File: src/rtl/wb_victim_buffer_if.sv
// Cache-side and arbiter-side bus bundle for the write-back victim buffer.
// slave = buffer view, master = cache/arbiter environment view.
interface wb_victim_buffer_if #(
  parameter int LINE_BITS = 256
);
  logic                 cache_read;
  logic                 cache_write;
  logic [31:0]          cache_address;
  logic [LINE_BITS-1:0] cache_wdata;
  logic [LINE_BITS-1:0] cache_rdata;
  logic                 cache_resp;
  logic                 arb_read;
  logic                 arb_write;
  logic [31:0]          arb_address;
  logic [LINE_BITS-1:0] arb_wdata;
  logic [LINE_BITS-1:0] arb_rdata;
  logic                 arb_resp;

  modport slave (
    input  cache_read, cache_write,
    input  cache_address, cache_wdata,
    output cache_rdata, cache_resp,
    output arb_read, arb_write,
    output arb_address, arb_wdata,
    input  arb_rdata, arb_resp
  );

  modport master (
    output cache_read, cache_write,
    output cache_address, cache_wdata,
    input  cache_rdata, cache_resp,
    input  arb_read, arb_write,
    input  arb_address, arb_wdata,
    output arb_rdata, arb_resp
  );
endinterface

File: src/rtl/wb_victim_buffer.sv
// Write-back victim buffer: FIFO of evicted lines, coalescing and read-forwarding.
// Optional perf counters enabled by WB_VICTIM_BUF_PERF_EN.
module wb_victim_buffer #(
  parameter int DEPTH       = 2,
  parameter int LINE_BITS   = 256,
  parameter int OFFSET_BITS = 5
) (
  input  logic clk,
  input  logic rst,
  wb_victim_buffer_if.slave vb
`ifdef WB_VICTIM_BUF_PERF_EN
  ,
  output logic [31:0] perf_read_hits,
  output logic [31:0] perf_coalesces,
  output logic [31:0] perf_full_stalls
`endif
);
  localparam int PTR_W = (DEPTH > 1) ? $clog2(DEPTH) : 1;
  localparam int CNT_W = $clog2(DEPTH + 1);
  localparam logic [31:0] LINE_MASK =
    ~((32'd1 << OFFSET_BITS) - 32'd1);

  localparam logic [1:0] S_IDLE  = 2'd0;
  localparam logic [1:0] S_ACK   = 2'd1;
  localparam logic [1:0] S_RD    = 2'd2;
  localparam logic [1:0] S_DRAIN = 2'd3;

  logic [1:0]           state_q, state_d;
  logic [PTR_W-1:0]     head_q, head_d;
  logic [PTR_W-1:0]     tail_q, tail_d;
  logic [CNT_W-1:0]     count_q, count_d;
  logic [LINE_BITS-1:0] rdata_q, rdata_d;

  logic                 valid_q [DEPTH];
  logic [31:0]          line_q  [DEPTH];
  logic [LINE_BITS-1:0] data_q  [DEPTH];

  logic [31:0]      req_line;
  logic             hit;
  logic [PTR_W-1:0] hit_idx;
  logic             full;
  logic             wr_en;
  logic [PTR_W-1:0] wr_idx;
  logic             inv_en;
  logic             ev_rd_hit;
  logic             ev_coal;
  logic             ev_stall;

  // Entries hold the masked line address; it doubles as the match tag.
  assign req_line = vb.cache_address & LINE_MASK;
  assign full     = (count_q == CNT_W'(DEPTH));

  always_comb begin
    hit     = 1'b0;
    hit_idx = '0;
    for (int i = 0; i < DEPTH; i++) begin
      if (valid_q[i] && line_q[i] == req_line) begin
        hit     = 1'b1;
        hit_idx = PTR_W'(i);
      end
    end
  end

  always_comb begin
    state_d   = state_q;
    head_d    = head_q;
    tail_d    = tail_q;
    count_d   = count_q;
    rdata_d   = rdata_q;
    wr_en     = 1'b0;
    wr_idx    = tail_q;
    inv_en    = 1'b0;
    ev_rd_hit = 1'b0;
    ev_coal   = 1'b0;
    ev_stall  = 1'b0;
    case (state_q)
      S_IDLE: begin
        if (vb.cache_write) begin
          if (hit) begin
            wr_en   = 1'b1;
            wr_idx  = hit_idx;
            ev_coal = 1'b1;
            state_d = S_ACK;
          end else if (!full) begin
            wr_en   = 1'b1;
            tail_d  = tail_q + PTR_W'(1);
            count_d = count_q + CNT_W'(1);
            state_d = S_ACK;
          end else begin
            ev_stall = 1'b1;
            state_d  = S_DRAIN;
          end
        end else if (vb.cache_read) begin
          if (hit) begin
            rdata_d   = data_q[hit_idx];
            ev_rd_hit = 1'b1;
            state_d   = S_ACK;
          end else begin
            state_d = S_RD;
          end
        end else if (count_q != '0) begin
          state_d = S_DRAIN;
        end
      end
      S_ACK: state_d = S_IDLE;
      S_RD: begin
        if (vb.arb_resp) begin
          rdata_d = vb.arb_rdata;
          state_d = S_ACK;
        end
      end
      S_DRAIN: begin
        if (vb.arb_resp) begin
          inv_en  = 1'b1;
          head_d  = head_q + PTR_W'(1);
          count_d = count_q - CNT_W'(1);
          state_d = S_IDLE;
        end
      end
      default: state_d = S_IDLE;
    endcase
  end

  always_ff @(posedge clk or posedge rst) begin
    if (rst) begin
      state_q <= S_IDLE;
      head_q  <= '0;
      tail_q  <= '0;
      count_q <= '0;
      rdata_q <= '0;
    end else begin
      state_q <= state_d;
      head_q  <= head_d;
      tail_q  <= tail_d;
      count_q <= count_d;
      rdata_q <= rdata_d;
    end
  end

  always_ff @(posedge clk or posedge rst) begin
    if (rst) begin
      for (int i = 0; i < DEPTH; i++) begin
        valid_q[i] <= 1'b0;
        line_q[i]  <= '0;
        data_q[i]  <= '0;
      end
    end else begin
      if (wr_en) begin
        valid_q[wr_idx] <= 1'b1;
        line_q[wr_idx]  <= req_line;
        data_q[wr_idx]  <= vb.cache_wdata;
      end
      if (inv_en) valid_q[head_q] <= 1'b0;
    end
  end

  assign vb.cache_resp  = (state_q == S_ACK);
  assign vb.cache_rdata = rdata_q;
  assign vb.arb_read    = (state_q == S_RD);
  assign vb.arb_write   = (state_q == S_DRAIN);
  assign vb.arb_address = vb.arb_read  ? req_line :
                          vb.arb_write ? line_q[head_q] : '0;
  assign vb.arb_wdata   = vb.arb_write ? data_q[head_q] : '0;

`ifdef WB_VICTIM_BUF_PERF_EN
  always_ff @(posedge clk or posedge rst) begin
    if (rst) begin
      perf_read_hits   <= '0;
      perf_coalesces   <= '0;
      perf_full_stalls <= '0;
    end else begin
      if (ev_rd_hit && perf_read_hits != '1)
        perf_read_hits <= perf_read_hits + 32'd1;
      if (ev_coal && perf_coalesces != '1)
        perf_coalesces <= perf_coalesces + 32'd1;
      if (ev_stall && perf_full_stalls != '1)
        perf_full_stalls <= perf_full_stalls + 32'd1;
    end
  end
`endif
endmodule
File: src/flat_wrapper.sv
// flat-port wrapper written by rule: the top's interface ports become plain ports
module wb_victim_buffer_flat 
#(
  parameter int DEPTH       = 2,
  parameter int LINE_BITS   = 256,
  parameter int OFFSET_BITS = 5
)
  (clk, rst, vb_cache_read, vb_cache_write, vb_cache_address, vb_cache_wdata, vb_cache_rdata, vb_cache_resp, vb_arb_read, vb_arb_write, vb_arb_address, vb_arb_wdata, vb_arb_rdata, vb_arb_resp);
  wb_victim_buffer_if #(.LINE_BITS(LINE_BITS)) vb_i ();
  input  logic clk;
  input  logic rst;
  input wire logic [$bits(vb_i.cache_read)-1:0] vb_cache_read;
  input wire logic [$bits(vb_i.cache_write)-1:0] vb_cache_write;
  input wire logic [$bits(vb_i.cache_address)-1:0] vb_cache_address;
  input wire logic [$bits(vb_i.cache_wdata)-1:0] vb_cache_wdata;
  output wire logic [$bits(vb_i.cache_rdata)-1:0] vb_cache_rdata;
  output wire logic [$bits(vb_i.cache_resp)-1:0] vb_cache_resp;
  output wire logic [$bits(vb_i.arb_read)-1:0] vb_arb_read;
  output wire logic [$bits(vb_i.arb_write)-1:0] vb_arb_write;
  output wire logic [$bits(vb_i.arb_address)-1:0] vb_arb_address;
  output wire logic [$bits(vb_i.arb_wdata)-1:0] vb_arb_wdata;
  input wire logic [$bits(vb_i.arb_rdata)-1:0] vb_arb_rdata;
  input wire logic [$bits(vb_i.arb_resp)-1:0] vb_arb_resp;
  assign vb_i.cache_read = vb_cache_read;
  assign vb_i.cache_write = vb_cache_write;
  assign vb_i.cache_address = vb_cache_address;
  assign vb_i.cache_wdata = vb_cache_wdata;
  assign vb_cache_rdata = vb_i.cache_rdata;
  assign vb_cache_resp = vb_i.cache_resp;
  assign vb_arb_read = vb_i.arb_read;
  assign vb_arb_write = vb_i.arb_write;
  assign vb_arb_address = vb_i.arb_address;
  assign vb_arb_wdata = vb_i.arb_wdata;
  assign vb_i.arb_rdata = vb_arb_rdata;
  assign vb_i.arb_resp = vb_arb_resp;
  wb_victim_buffer #(.DEPTH(DEPTH), .LINE_BITS(LINE_BITS), .OFFSET_BITS(OFFSET_BITS)) u_core (.clk(clk), .rst(rst), .vb(vb_i));
endmodule
File: config.mk
export PLATFORM = sky130hd
export DESIGN_NAME = wb_victim_buffer_flat
export DESIGN_NICKNAME = d
export VERILOG_FILES = /design/src/rtl/wb_victim_buffer_if.sv /design/src/rtl/wb_victim_buffer.sv /design/src/flat_wrapper.sv
export SDC_FILE = /design/constraint.sdc
export NUM_CORES = 2
export LEC_CHECK = 0
export BUFFER_PORTS_ARGS = -buffer_cell sky130_fd_sc_hd__clkbuf_2
export CORE_AREA = 2 2 426 428
export DETAILED_ROUTE_END_ITERATION = 10
export DIE_AREA = 0 0 428 430
export GPL_TIMING_DRIVEN = 1
export PLACE_DENSITY = 0.42
export SLEW_MARGIN = 30
export SYNTH_ARGS = -nofsm -noshare
export SYNTH_HDL_FRONTEND = slang
export SYNTH_SLANG_ARGS = --single-unit
File: constraint.sdc
create_clock -name clk -period 53.4 [get_ports clk]
set_clock_uncertainty 0.2 [all_clocks]
set_input_delay 5.34 -clock clk [delete_from_list [all_inputs] [get_ports clk]]
set_output_delay 5.34 -clock clk [all_outputs]
set_load 0.01 [all_outputs]
# After elaboration in Yosys (flattened, before gate mapping)
# Index checks and enable logic that the tools add are counted.
# word_totals
inputBits	549
output_inout_bits	547
word_cells	111
ff_bits	840
# op_classes
reduce_logical	13
magnitude_cmp	5
add_sub_neg	4
n_eq_ne	15
n_bitwise	8
mux	55
# op_table
op	n
256-bit two-way mux	12
512-bit bitwise mux	1
256-bit one-hot mux with 2 select lines	1
256-bit demux with 1-bit select	1
32-bit two-way mux	6
64-bit bitwise mux	1
32-bit equality test	2
32-bit demux with 1-bit select	1
2-bit two-way mux	14
1-bit two-way mux	14
2-bit inequality test, second input constant	7
5-bit AND reduction	2
2-bit one-hot mux with 4 select lines	1
2-bit equality test, second input constant	3
2-bit greater-or-equal comparator, second input constant	3
1-bit NOT with 2-bit output	3
2-bit nonzero test	3
1-bit logical AND	4
2-bit by 1-bit < comparator with 1-bit output, second input constant	2
4-bit by 3-bit inequality test with 1-bit output, second input constant	1
2-bit one-hot mux with 2 select lines	1
4-bit AND reduction	1
3-bit AND reduction	1
1-bit adder, second input constant	2
other kinds (11)	13

# Logic depth before layout (Yosys ltp)
# depth
word_depth	16
mapped_depth	10
depth_no_buf	7

# Least setup slack after synthesis
# Ideal clock, no wire load.
# synth_timing
path_type	input to output
startpoint	in vb_cache_address[21]
endpoint	out vb_arb_address[21]
path_buffers	0
t_arrival_ns	5.576
stages	1
slack_ns	42.284
required_ns	47.860
path_cell_list	o211a_1
# synth_via
elab_chain_cells	1
# synth_lines
item	line	rtl
start: declaration	flat_wrapper.sv:14	input wire logic [$bits(vb_i.cache_address)-1:0] vb_cache_address;
32-bit two-way mux	wb_victim_buffer.sv:161	assign vb.arb_address = vb.arb_read ? req_line :
end: declaration	flat_wrapper.sv:20	output wire logic [$bits(vb_i.arb_address)-1:0] vb_arb_address;
# Every way passes these cells.

# Worst setup path after layout
# layout_timing
startpoint	in vb_cache_address[25]
endpoint	out vb_arb_address[25]
# The elaborated chain is that of the path after synthesis.

==> flow_summary_export.csv <==
group,metric,value,unit
die,initial_core_util,22.8,%
global_routing,grt_overflow,0,
setup_path,critPathMaxStageDelay,0.26,ns
die,coreArea,180000,um2
logic_synthesis,synth_mux_area_share,35.7,%
logic_synthesis,ys_seq_area_share,50.6,%
cts,cts_tree,"yes",
setup_path,cp_common_cell,"clkbuf_2",
global_routing,grt_pass1_wl,229,mm
logic_synthesis,netlist_top_cells_area,"dfrtp_1 51%, mux2_2 20%, mux2i_1 13%, o21ai_0 3.2%, nand2_1 2.7%",
setup_path,endpoint_kind,"primary output",
timing,fmax,0.0874,GHz
logic_synthesis,avgSynthCellArea,12.1,um2
place,place_congestion,0.859,
cts,worstSkewPairLatency,0.73,ns
logic_synthesis,synth-compound-area-share,4.07,%
cells_and_area,fin_nets,4927,
cts,clkTransAtPathRegs,0.06,ns
detailed_routing,wl,161,mm
logic_synthesis,syn-instance-count,3382,
detailed_routing,vias,30600,
detailed_routing,drc_errors,0,
cells_and_area,fin_util,29.2,%
place,dp_hpwl,115,mm
cts,cts-root-buf,"clkbuf_16",
logic_synthesis,synthAdderAreaFrac,0,%
cts,cts_buffers,105,
global_routing,grt_start_max_net_pins,165,
pwr,p_leak,26.0,nW
timing,slew_violations,0,
logic_synthesis,yosys.area_share.simple,5.45,%
pwr,ir_drop,0.0000415,V
setup_path,critPathMaxFanout,5,
cts,cts_setup_buffers,0,
logic_synthesis,synth_top_area_cell,"dfrtp_1",
place,place_area,48900,um2
timing,worstMarginPinSlew,1.05,ns
status,status,"finished clean",
global_routing,antenna_found_initial,54,
logic_synthesis,synth_seq_cells,830,
timing,period_share,21.4,%
die,io_pins,1096,
setup_path,cp-start-kind,"input port",
die,row_count,156,
timing,period_needed,11.44,ns
global_routing,grt_pass1_vias,31100,
logic_synthesis,synth_top_family_by_area,"multiplexers",
detailed_routing,drt_first_pass_iters,5,
logic_synthesis,synth_top_area_share,50.6,%
logic_synthesis,syn-cell-area,41100,um2
die,die-area,184000,um2
cells_and_area,drive_gt1_share,45.6,%
timing,setup_violations,0,
pwr,cellPowerDensity,61.8,nW/um2
cells_and_area,final_cell_mix,"1085 x clkbuf_2, 828 x dfrtp_1, 729 x mux2_2",
job,cap_violations,0,
cells_and_area,area_growth,27.7,%
timing,hold_viol,0,
logic_synthesis,ys_types,34,
setup_path,required,47.86,ns
detailed_routing,routedWlPerCell,23.5,um
cts,hold_buffers,0,
timing,fin_setup_tns,0,ns
cts,clkSinkCount,830,
cts,htree_num_levels,3,
cts,clock_path_buffers,3,
cells_and_area,final_area,52500,um2
die,die_h,430,um
cts,cts_resized,0,
setup_path,cp_cell_sequence,"clkbuf_2 > o211a_1 > clkbuf_2",
setup_path,cp.arrival,5.90,ns
global_routing,grtUsageTotal,16.9,%
timing,rsz0062_at_grt,"false",
timing,relSlewSlack,30.3,%
detailed_routing,drtIter0Drc,1409,
detailed_routing,final_antenna_net_count,0,
cells_and_area,layout_commonest_cell,"clkbuf_2",
logic_synthesis,ys_warn_count,0,
min_path,holdCritPathClass,"reg2reg",
place,portBuffers,1085,
setup_path,critical_path_class,"in2out",
detailed_routing,vias_per_cell,4.47,
setup_path,critPathSlowestCell,"o211a_1",
logic_synthesis,synthXorXnorAreaFrac,1.22,%
die,die_w,428,um
cell usage after synthesis:
| master | instances |
|---|---|
| a22oi_1 | 1 |
| a211o_1 | 1 |
| conb_1 | 1 |
| clkbuf_1 | 92 |
| o32ai_1 | 1 |
| o211a_1 | 27 |
| o21ai_0 | 259 |
| nor3b_1 | 1 |
| nand2_1 | 290 |
| a21oi_2 | 1 |
| buf_4 | 18 |
| nor2b_1 | 2 |
| buf_1 | 48 |
| a21oi_1 | 3 |
| o41ai_1 | 1 |
| nor4_1 | 9 |
| and3_1 | 2 |
| buf_6 | 14 |
| buf_2 | 80 |
| nand4_1 | 10 |
| mux2_1 | 93 |
| a21boi_0 | 2 |
| inv_1 | 5 |
| nand3b_1 | 1 |
| a32oi_1 | 1 |
| nand2b_1 | 4 |
| mux2_2 | 729 |
| dfrtp_1 | 830 |
| nor2_1 | 257 |
| o22a_1 | 2 |
| mux2i_1 | 539 |
| xor2_1 | 24 |
| o21ai_1 | 1 |
| xnor2_1 | 33 |
registers in the layout, indices dropped and copies added (netlist names):
| signal | cells |
|---|---|
| u_core.count_q | 2 |
| u_core.head_q | 1 |
| u_core.data_q | 512 |
| u_core.vb.cache_rdata | 256 |
| u_core.tail_q | 1 |
| u_core.state_q | 2 |
| u_core.line_q | 54 |
| u_core.valid_q | 2 |
power by group:
part / internal (W) / total, W / switching [W]
combinational: 0.000635 / 0.00135 / 0.000717
clock: 0.000426 / 0.000723 / 0.000297
sequential: 0.000949 / 0.00117 / 0.000216
stage by stage:
step	setup WS (ns)	power, W	instances	hold slack, ns
floorplan	24.54	0.00202	3386	0.250
global placement	41.94	0.00252	6635	0.266
detailed placement	41.95	0.00255	6639	0.274
CTS	41.95	0.00330	6828	0.286
global route	41.93	0.00345	6848	0.299
finish	41.96	0.00324	6858	0.283
path summary, 6_finish.rpt:
path | start | to | slack (ns) | cells after the start
max | vb_cache_address[25] | vb_arb_address[25] | 41.96 | 3
max reg2reg | u_core.line_q[59] | u_core.vb.cache_rdata[113] | 48.19 | 10
min in group asynchronous | rst | u_core.vb.cache_rdata[158] | 4.46 | 2
max in group asynchronous | rst | u_core.vb.cache_rdata[91] | 45.60 | 5
min reg2reg | u_core.vb.cache_rdata[75] | u_core.vb.cache_rdata[75] | 0.28 | 1
min | u_core.vb.cache_rdata[75] | u_core.vb.cache_rdata[75] | 0.28 | 1
critical path, delay by kind of cell:
kind,cells,cell delay [ns]
compound gates,1,0.26
buf+inv,2,0.30
routing by layer:
layer / up-vias / part of all wire, % / GRT usage, %
met3: 226 / 6.5 / 5.22
li1: 13900 / - / -
met5: - / 0.19 / 0.442
met1: 15600 / 41 / 19.8
met2: 794 / 49 / 28.5
met4: 40 / 3.6 / 7.37
kinds of logic (layout without fill, tap and decap cells):
group,after synthesis,after routing
AOI/OAI and AO/OA,300,300
xor gates and xnor gates,57,57
buffers and inverters,257,1331
DFF,830,830
muxes,1361,1361
other,1,33
and+or+nand+nor,576,576
final cells by class:
cell class / count / area (um2)
Fill cell: 19000 / 127000
Clock inverter: 28 / 334
Tap cell: 2370 / 2970
Sequential cell: 830 / 20800
Multi-Input combinational cell: 2299 / 19100
Timing Repair Buffer: 1137 / 6030
Inverter: 5 / 26.3
Antenna cell: 28 / 70.1
Clock buffer: 161 / 3130
No activity file was read; power rests on OpenSTA's default activity.
